## src/rtl/phy_rx_pkg.sv

```systemverilog
// Shared phy serial-link definitions: receive FSM encoding and link symbols.
// Also the source of the COM/IDL defaults for the transmit-side serializer.
package phy_rx_pkg;

    typedef enum logic [1:0] {
        SEARCH = 2'd0,
        ALIGN  = 2'd1,
        LOCKED = 2'd2
    } state_t;

    localparam logic [7:0]  COM_SYM   = 8'hBC;
    localparam logic [7:0]  IDL_SYM   = 8'h7C;
    localparam int unsigned N_COM_DEF = 4;

endpackage

```

## src/rtl/sym_detect.sv

```systemverilog
// Link-symbol classifier for a candidate byte; purely combinational.
// No latency, no flow control.
module sym_detect
    import phy_rx_pkg::*;
#(
    parameter logic [7:0] COM = COM_SYM,
    parameter logic [7:0] IDL = IDL_SYM
) (
    input  logic [7:0] candidate,
    output logic       is_com,
    output logic       is_idl
);

    assign is_com = (candidate == COM);
    assign is_idl = (candidate == IDL);

endmodule

```

## src/rtl/deserializador_sync.sv

```systemverilog
// Serial-to-parallel receiver: hunts COM bitwise, locks after N_COM aligned COMs, emits data bytes.
// Outputs update on the edge sampling each byte's LSB and hold for the slot; no backpressure.
module deserializador_sync
    import phy_rx_pkg::*;
#(
    parameter logic [7:0]  COM   = COM_SYM,
    parameter logic [7:0]  IDL   = IDL_SYM,
    parameter int unsigned N_COM = N_COM_DEF
) (
    input  logic       clk_32f,
    input  logic       reset,
    input  logic       data_in,
    output logic [7:0] data_out,
    output logic       valid_out,
    output logic       active
);

    localparam logic [3:0] N_COM_L = 4'(N_COM);

    state_t     state;
    // Bit 7 of the shift register would never be read: the candidate already is the full byte.
    logic [6:0] shift;
    logic [2:0] bit_cnt;
    logic [3:0] com_cnt;
    logic [7:0] candidate;
    logic       is_com;
    logic       is_idl;
    logic       boundary;

    assign candidate = {shift, data_in};
    assign boundary  = (bit_cnt == 3'd7);

    sym_detect #(
        .COM (COM),
        .IDL (IDL)
    ) u_sym_detect (
        .candidate (candidate),
        .is_com    (is_com),
        .is_idl    (is_idl)
    );

    always_ff @(posedge clk_32f) begin
        if (!reset) begin
            state     <= SEARCH;
            shift     <= '0;
            bit_cnt   <= '0;
            com_cnt   <= '0;
            data_out  <= 8'h00;
            valid_out <= 1'b0;
            active    <= 1'b0;
        end else begin
            shift   <= candidate[6:0];
            bit_cnt <= bit_cnt + 3'd1;
            case (state)
                SEARCH: begin
                    if (is_com) begin
                        bit_cnt <= 3'd0;
                        com_cnt <= 4'd1;
                        if (N_COM_L == 4'd1) begin
                            state  <= LOCKED;
                            active <= 1'b1;
                        end else begin
                            state <= ALIGN;
                        end
                    end
                end
                ALIGN: begin
                    if (boundary) begin
                        if (is_com) begin
                            com_cnt <= com_cnt + 4'd1;
                            if (com_cnt + 4'd1 == N_COM_L) begin
                                state  <= LOCKED;
                                active <= 1'b1;
                            end
                        end else begin
                            // bit counter keeps wrapping; the hunt restarts on the next bit
                            com_cnt <= 4'd0;
                            state   <= SEARCH;
                        end
                    end
                end
                LOCKED: begin
                    if (boundary) begin
                        if (is_com || is_idl) begin
                            valid_out <= 1'b0;
                        end else begin
                            data_out  <= candidate;
                            valid_out <= 1'b1;
                        end
                    end
                end
                default: begin
                    state <= SEARCH;
                end
            endcase
        end
    end

endmodule

```

## config.mk

```make
export PLATFORM = sky130hd
export DESIGN_NAME = deserializador_sync
export DESIGN_NICKNAME = d
export VERILOG_FILES = /design/src/rtl/phy_rx_pkg.sv /design/src/rtl/sym_detect.sv /design/src/rtl/deserializador_sync.sv
export SDC_FILE = /design/constraint.sdc
export NUM_CORES = 1
export LEC_CHECK = 0
export BUFFER_PORTS_ARGS = -buffer_cell sky130_fd_sc_hd__buf_2
export CAP_MARGIN = 0
export CORE_MARGIN = 2
export CORE_UTILIZATION = 55
export DETAILED_ROUTE_END_ITERATION = 12
export PLACE_DENSITY = 0.82
export SYNTH_ARGS = -nofsm -noshare
export SYNTH_HDL_FRONTEND = slang
export SYNTH_SLANG_ARGS = --single-unit
```

## constraint.sdc

```tcl
create_clock -name clk_32f -period 2 [get_ports clk_32f]
set_clock_uncertainty 0.05 [all_clocks]
set_input_delay 0.3 -clock clk_32f [delete_from_list [all_inputs] [get_ports clk_32f]]
set_output_delay 0.3 -clock clk_32f [all_outputs]
set_load 0.02 [all_outputs]
```

== Yosys cells after proc, flatten, opt, wreduce, memory -nomap -nowiden ==
Cells that the tools add are included.

* Flip-flop bits (word level): 26
* Latch bits: 0
* Memory bits (writable): 0
* Memory bits (read-only): 0
* Input bits: 3
* Output and inout bits: 10
* Memories: 0

* $add $sub $neg: 2
* Multiply operators: 0
* Divide/modulo/power cells: 0
* Magnitude comparators: 0
* Equality and inequality tests: 9
* Shift operators: 0
* Muxes and demuxes: 12
* Bitwise operators: 2
* Reductions and logical operators: 8

{| class="wikitable"
|+ Operator list
! cell !! count
|-
| $mux 4 || 3
|-
| $eq 8x7->1 const B || 1
|-
| $eq 8x8->1 const B || 1
|-
| $mux 2 || 4
|-
| $pmux 4 s2 || 1
|-
| $reduce_and 4->1 || 2
|-
| $mux 3 || 2
|-
| $pmux 2 s3 || 1
|-
| $reduce_and 3->1 || 2
|-
| $add 4x1->4 const B || 1
|-
| $eq 4x3->1 const B || 1
|-
| $ne 2x2->1 const B || 2
|-
| $add 3x1->3 const B || 1
|-
| $eq 3x3->1 const B || 1
|-
| $ne 3x3->1 const B || 1
|-
| $eq 2x1->1 const B || 1
|-
| $eq 2x2->1 const B || 1
|-
| $logic_not 2->1 || 1
|-
| $not 1->1 || 2
|-
| $reduce_and 2->1 || 1
|-
| $reduce_bool 2->1 || 1
|-
| $logic_or 1x1->1 || 1
|-
| $mux 1 || 1
|}

== Longest topological paths before layout ==
Gate-level depths: netlist of run 1.

* Word-level depth: 6
* Depth in mapped cells: 7

== Cells and area by module ==
Synthesis of run 1 repeated with hierarchy kept, for this count alone.

* Cell total of the unflattened synthesis: 109
* Area total of the unflattened synthesis: 1111.1 µm²

{| class="wikitable"
|+ Modules (own cells, without submodules)
! module !! instances !! cells each !! area each (µm²)
|-
| deserializador_sync || 1 || 104 || 1071.0
|-
| sym_detect || 1 || 5 || 40.0
|}

== Least setup slack after synthesis of run 1 ==
No wires, ideal clock.

* Path kind: reg-to-reg
* From: reg bit_cnt[0]
* To: reg com_cnt[3]
* Setup time: 0.117 ns
* Arrival: 1.412 ns
* Setup slack: 0.421 ns
* Cell stages (with the launch flop): 7
* Clock period less this slack: 1.579 ns
* Cell sequence: dfxtp_1 ha_1 ha_1 and2_2 and4_4 a22o_1 a22o_1

* Cells in the longest elaborated chain, start to end: 3

{| class="wikitable"
|+ Ends and longest elaborated chain
! item !! line !! source
|-
| start: declaration || deserializador_sync.sv:23 || <nowiki>logic [2:0] bit_cnt;</nowiki>
|-
| start signal: assignment || deserializador_sync.sv:53 || <nowiki>bit_cnt <= bit_cnt + 3'd1;</nowiki>
|-
| $eq 3x3->1 || deserializador_sync.sv:31 || <nowiki>assign boundary = (bit_cnt == 3'd7);</nowiki>
|-
| $ne 2x2->1 (no line) || n/a ||
|-
| $reduce_and 3->1 (no line) || n/a ||
|-
| end signal: assignment || deserializador_sync.sv:70 || <nowiki>com_cnt <= com_cnt + 4'd1;</nowiki>
|-
| end: declaration || deserializador_sync.sv:24 || <nowiki>logic [3:0] com_cnt;</nowiki>
|}

No other way between the ends.
A chain may end at the register's enable or synchronous reset.

== Final worst setup path of run 1 ==
* From: reg bit_cnt[0]
* To: reg data_out[4]

* Cells in the longest elaborated chain, start to end: 2

{| class="wikitable"
|+ Ends and longest elaborated chain
! item !! line !! source
|-
| $eq 3x3->1 || deserializador_sync.sv:31 ||
|-
| $reduce_and 3->1 (no line) || n/a ||
|-
| end signal: assignment || deserializador_sync.sv:87 || <nowiki>data_out <= candidate;</nowiki>
|-
| end: declaration || deserializador_sync.sv:13 || <nowiki>output logic [7:0] data_out,</nowiki>
|}

No other way between the ends.

==> results of run 1 <==
## synth_stat cells (2+ instances only)
| cell | n |
|---|---|
| dfxtp_1 | 26 |
| nand2_1 | 13 |
| and2_1 | 7 |
| o21ai_0 | 6 |
| nor2_1 | 5 |
| a21oi_1 | 4 |
| ha_1 | 4 |
| and2_2 | 3 |
| inv_1 | 3 |
| nand3_1 | 3 |
| o221a_2 | 3 |
| a22o_1 | 2 |
| and3b_1 | 2 |
| buf_6 | 2 |
| clkbuf_1 | 2 |
| nand3b_1 | 2 |
| o311a_1 | 2 |
## cell families (layout without fill, tap and decap cells)
logic type,after synthesis,in the layout
AO/OA/AOI/OAI,27,27
XOR/XNOR,1,1
adder cells (fa/ha/maj),4,4
buffers and inverters,8,20
flip-flops,26,26
AND/OR/NAND/NOR,45,45
## layout by cell type, fill, tap and decap left out, drive strengths merged, types with 2 or more instances in the layout
cell and count:
inv 3, dfxtp 26, nor2 6, nor2b 2, and2 10, nand3 3, clkbuf 3, o221a 4
ha 4, a21oi 4, and3b 2, nand3b 3, buf 13, o21ai 7, o311a 2, a22o 2
nand2 13
## metrics by stage
step / power (W) / setup slack, ns
after detailed placement: 0.000567 / 0.274
after floorplan: 0.000559 / 0.421
after CTS: 0.000917 / 0.266
after global routing: 0.000943 / 0.0922
after global placement: 0.000567 / 0.368
final: 0.000906 / 0.275
## routing by layer
metal,share of wire [%],up-vias,GRT usage (%)
li1,-,431,-
met1,51,381,23.6
met2,44,9,25.3
met3,2.0,5,1.82
met4,2.7,0,9.72
met5,0,-,0
## registers in the layout, summed over array words and instances (netlist names)
name       flops
data_out       8
bit_cnt        3
valid_out      1
state          2
shift          7
com_cnt        4
active         1
## worst paths after layout
| check | to | slack (ns) | cells after the start |
|---|---|---|---|
| max | data_out[4] | 0.28 | 5 |
| min | shift[0] | 0.16 | 2 |
| max reg2reg | data_out[4] | 0.28 | 5 |
| min reg2reg | bit_cnt[0] | 0.39 | 1 |
## power breakdown
group	internal [W]	switching (W)	total [W]
Clock	0.000203	0.000147	0.000350
Sequential	0.000526	0.00000487	0.000531
Combinational	0.0000119	0.0000129	0.0000248
## worst max-delay path, cell delays in order (launching register included)
cell and delay [ns]:
dfxtp_1 0.36, ha_1 0.16, ha_1 0.28, nand3b_4 0.15, a41oi_2 0.43, o221a_2 0.27
## cell type report
class / instances / area, um^2
clock buffer: 3 / 22.5
clock inverter: 1 / 30.0
fill: 185 / 701
inverter: 3 / 11.3
multi-input combinational: 77 / 576
sequential: 26 / 520
tap: 27 / 33.8
timing repair buffer: 13 / 67.6
==> summary.md, run 1 <==
| Metric | Value |
|---|---|
| Hold Crit Class | in -> reg |
| Cell Count Post-Placement | 146 |
| Post-cts sizing count | 0 |
| Vias post-DR | 826 |
| Die Ht | 49.6 um |
| Synth cell types | 39 |
| Post-synthesis async set-or-reset flop share | 0% |
| Crit end category | register |
| Kind of critical path | reg -> reg |
| Final Setup Violations | 0 |
| Post-Synth XOR/XNOR Area | less than 1% |
| TritonCTS Buffers | 3 |
| Count of final hold-check violations | 0 |
| GP Congestion | approximately 0.84 |
| Die area | 0.00246 mm^2 |
| WL/cell | 12.4 um |
| Final period util | a little under nine tenths |
| Total gr overflow | 0 |
| FF-to-FF Start | bit_cnt[0] |
| Share of post-route cells with drive strength above 1 | approximately a quarter |
| Slew Viols, Final | 0 |
| Vias in the first global route | 721 |
| Post-layout min period | between 1.5 and 2 ns |
| Synth Area in Simple Gates | 25.5% |
| Mapped Area | 0.00114 mm^2 |
| Post-DP HPWL | about 1300 um |
| Pleak | 0.590 nW |
| Clock slew at reported path FFs | 0.14 ns |
| H-tree Lvls | 1 |
| Worst Setup Start Kind | register |
| Core area | 0.00196 mm^2 |
| Final Non-Filler Cells | 150 |
| Cell Pwr Density | 718 mW/mm^2 |
| Worst Path Arrival | 1.95 ns |
| CTS Buffer Depth | 2 |
| First-pass GRT wire length | between 3000 and 4000 um |
| Worst-Skew Late Latency | approximately 0.32 ns |
| Placed Area | 0.00121 mm^2 |
| Total wire length | 1870 um |
| FMAX | 0.580 GHz |
| Fin Setup TNS | 0 ns |
| Avg Vias per Cell | approximately 5.5 |
| Min Hold Slack | 0.159 ns |
| Drc violations | 0 |
| Mux cell area share after synthesis | 0% |
| Clk root buf | clkbuf_4 |
| Starting density of the core | 58.4% |
| Area contributors post-synth | dfxtp_1 45%, ha_1 4.4%, nand2_1 4.3%, and2_1 3.8%, o221a_2 3.0% |
| First-pass DRT Iterations | 4 |
| Setup crit start | bit_cnt[0] |
| CTS tree | yes |
| P&R area growth vs syn | 10.2% |
| RSZ-0062 raised after global routing | false |
| Largest net degree at the start of global routing | 26 |
| MaxCap Viol Count | 0 |
| Final nets | 131 |
| Critical path required time | 2.23 ns |
| Complex-gate fraction of the synthesized area | 19.7% |
| Yosys top cell area share | 45.5% |
| CP Max Fanout | 11 |
| Worst Max-Slew Pin Slew | 0.455 ns |
| Final instance area | 0.00126 mm^2 |
| Synth Warn # | 0 |
| CTS hold repair buffers | 0 |
| Largest area contributor in the netlist | dfxtp_1 |
| Antenna cells | 0 |
| Mean Syn Cell Area | 10.3 um^2 |
| Post-Synth Adder-Cell Area | ~4.4% |
| Clock tree sinks | 26 |
| All-Layer GR Usage | 16.9% |
| Syn_nets | 118 |
| IO buf count | 12 |
| Antenna viol nets, final | 0 |
| Maximum VDD drop | approximately 0.00057 V |
| Main combinational cell family by area after synthesis | simple AND/OR/NAND/NOR gates |
| IO Pins | 13 |
| Ys flop type | dfxtp_1 |
| Min-Delay Startpoint | data_in |
| Post-CTS Setup Inserts | 0 |
| Status | complete, no violations |
| Sequential-to-total area share from yosys stat | 45.5% |
| DRT iter0 DRCs | 8 |
| Final core occ | approximately 64% |
| FP Rows | 16 |
| Die width | 49.6 um |
| Initial antenna violation count | 0 |
| Number of flops mapped to enable cells by yosys | 0 |
| Flops & latches, synth | 26 |
| Gate Count Post-Synth | 111 |
| Max_slew headroom | a little over two thirds |
Note: power is estimated with default switching activity, not from simulation.
==> inputs of run 2 (changes only) <==
SYNTH_HIERARCHICAL = 1   (was not set)
==> run 2 against run 1 <==
Critical path depth up 2. Synthesized cell count decreased by 1.8%. Register-to-register slack worse by 0.08 ns. Critical path type unchanged. Largest power group unchanged.
==> summary.md, run 2 <==
| Metric | Value |
|---|---|
| Starting density of the core | between 50% and 60% |
| RSZ-0062 raised after global routing | false |
| Commonest cells in the netlist | 26 x dfxtp_1, 14 x nor2b_1, 9 x and2_1, 9 x mux2i_1, 6 x nand2_1 |
| GP Congestion | approximately 0.88 |
| Post-DP HPWL | 1340 um |
| Final nets | 131 |
| Pleak | between 0.5 and 0.6 nW |
| Mean Syn Cell Area | approximately 10 um^2 |
| Max_slew headroom | 75.5% |
| Total wire length | 1810 um |
| Hold Crit Class | in -> reg |
| Synth Warn # | 6 |
| Gate Count Post-Synth | 109 |
| Largest regs | data_out (8), shift (7), com_cnt (4) |
| Sequential-to-total area share from yosys stat | 46.8% |
| Clock slew at reported path FFs | roughly 0.14 ns |
| Vias in the first global route | approximately 750 |
| P&R area growth vs syn | 12.3% |
| FMAX | 0.555 GHz |
| Post-synthesis async set-or-reset flop share | 0% |
| Largest area contributor in the netlist | dfxtp_1 |
| Share of post-route cells with drive strength above 1 | 20.3% |
| DRT iter0 DRCs | 4 |
| Antenna viol nets, final | 0 |
| Design Power | around 0.00082 W |
| Avg Vias per Cell | 5.29 |
| Area contributors post-synth | dfxtp_1 47%, mux2i_1 8.1%, nor2b_1 7.9%, and2_1 5.1%, ha_1 4.5% |
| Slew Viols, Final | 0 |
| Total gr overflow | 0 |
| Die area | 0.00240 mm^2 |
| Clk root buf | clkbuf_4 |
| Worst-Skew Late Latency | 0.33 ns |
| Slowest CP cell | or3_1 |
| WL/cell | 12.0 um |
| Clock tree sinks | 26 |
| TritonCTS Buffers | 3 |
| Number of flops mapped to enable cells by yosys | 0 |
| IO Pins | 13 |
| Mapped Area | 0.00111 mm^2 |
| Final core occ | 64.2% |
| Worst Path Arrival | 2.04 ns |
| CP Cell Sequence | nand4bb_1 > nor4_2 > buf_4 > nand4b_4 > or3_1 > o31ai_1 > o21a_1 |
| Final Setup Violations | 0 |
| Final period util | 90.1% |
| H-tree Lvls | 1 |
| Maximum VDD drop | 0.000625 V |
| Critical path required time | 2.24 ns |
| CP max stage delay | 0.38 ns |
| Die width | 48.9 um |
| Count leader, synth | dfxtp_1 |
| MaxCap Viol Count | 0 |
| Count of final hold-check violations | 0 |
| Syn_nets | 116 |
| Core area | 0.00194 mm^2 |
| Yosys top cell area share | between 40 and 50% |
| All-Layer GR Usage | 17.8% |
| Commonest cells after routing, fill and taps aside | 26 x dfxtp_1, 14 x nor2b_1, 12 x buf_2, 9 x and2_1, 9 x mux2i_1 |
| Post-layout min period | 1.80 ns |
| Fin Setup TNS | 0 ns |
| Vias post-DR | between 700 and 800 |
| CTS tree | yes |
| Worst Setup Start Kind | register |
| CTS Buffer Depth | 2 |
| IO buf count | 12 |
| Synth cell types | 34 |
| Worst Max-Slew Pin Slew | 0.368 ns |
| Status | complete, no violations |
| CP Max Fanout | 6 |
| Fillcell total | 173 |
| Max reg flops | 8 |
| Post-CTS Setup Inserts | 0 |
| Die Ht | roughly 50 um |
| Antenna cells | 0 |
| Biggest register | data_out |
| Drc violations | 0 |
| Largest net degree at the start of global routing | 25 |
| FP Rows | 16 |
| Most common cell after layout, fill and taps aside | dfxtp_1 |
| Cell Pwr Density | 654 mW/mm^2 |
| Kind of critical path | reg -> reg |
| First-pass DRT Iterations | 4 |
| Crit end category | register |
| Ys flop type | dfxtp_1 |
| Initial antenna violation count | 0 |
| First-pass GRT wire length | 3250 um |
| Flops & latches, synth | 26 |
-- run 2: changes by cell type after synthesis, sizes merged, moves of 3 or more --
cell / before / now
o221a: 4 / 0
o21ai: 7 / 2
nand2: 13 / 6
o21a: 0 / 3
nor2: 6 / 2
nor2b: 2 / 14
mux2i: 0 / 9
-- run 2: metrics by stage --
step           hold slack [ns]  area (um^2)  std cells  setup slack [ns]
2_1_floorplan            0.348         1120        109             0.141
3_3_place_gp             0.357         1210        146             0.123
3_5_place_dp             0.372         1210        146            0.0754
4_1_cts                  0.141         1240        150             0.175
5_1_grt                  0.144         1250        150           0.00465
6_report                 0.150         1250        150             0.198
-- run 2: metal layers --
metal  global-route usage [%]  share of wire (%)  wire (um)
met2                     27.4                 48        868
met3                     3.68                2.5         45
met5                        0                  0          0
met4                     10.0                2.0         36
met1                     23.1                 47        856
-- run 2: path summary, 6_finish.rpt --
path / start / end / slack (ns) / cells past startpoint
worst max-delay path: shift[0] / state[1] / 0.20 / 7
worst min-delay path: data_in / shift[0] / 0.15 / 2
worst max register to register: shift[0] / state[1] / 0.20 / 7
worst min register to register: bit_cnt[0] / bit_cnt[0] / 0.39 / 1
-- run 2: power by group --
group	switching (W)	total, W	internal, W
registers	0.00000398	0.000530	0.000526
logic	0.0000104	0.0000219	0.0000115
clock network	0.000152	0.000264	0.000111
-- run 2: kinds of logic after synthesis --
kind of cell	after synthesis	share of synthesized area [%]
AO/OA/AOI/OAI	16	9.35
adder cells (fa/ha/maj)	4	4.50
buffers and inverters	7	3.15
flip-flops	26	46.8
multiplexers	9	8.11
AND/OR/NAND/NOR	47	28.0
-- run 2: area by class of cell --
| class | count | area [um^2] | share of cell area (%) |
|---|---|---|---|
| Clock buffer | 4 | 36.3 | 2.91 |
| Inverter | 2 | 7.51 | 0.602 |
| Multi-Input combinational cell | 76 | 567 | 45.4 |
| Sequential cell | 26 | 520 | 41.7 |
| Tap cell | 27 | 33.8 | 2.71 |
| Timing Repair Buffer | 15 | 82.6 | 6.62 |
-- run 2: repair_timing --
action                                  4_1_cts  5_1_grt
endpoints found under the setup margin        0        1
hold buffers                                  0        0
resized for setup                             0        1
-- run 2: critical path: cells and delay by family (launching register included) --
| family | cells | cell delay, ns |
|---|---|---|
| flip-flops | 1 | 0.34 |
| AND/OR/NAND/NOR | 4 | 0.96 |
| AO/OA/AOI/OAI | 2 | 0.23 |
| buffers and inverters | 1 | 0.18 |
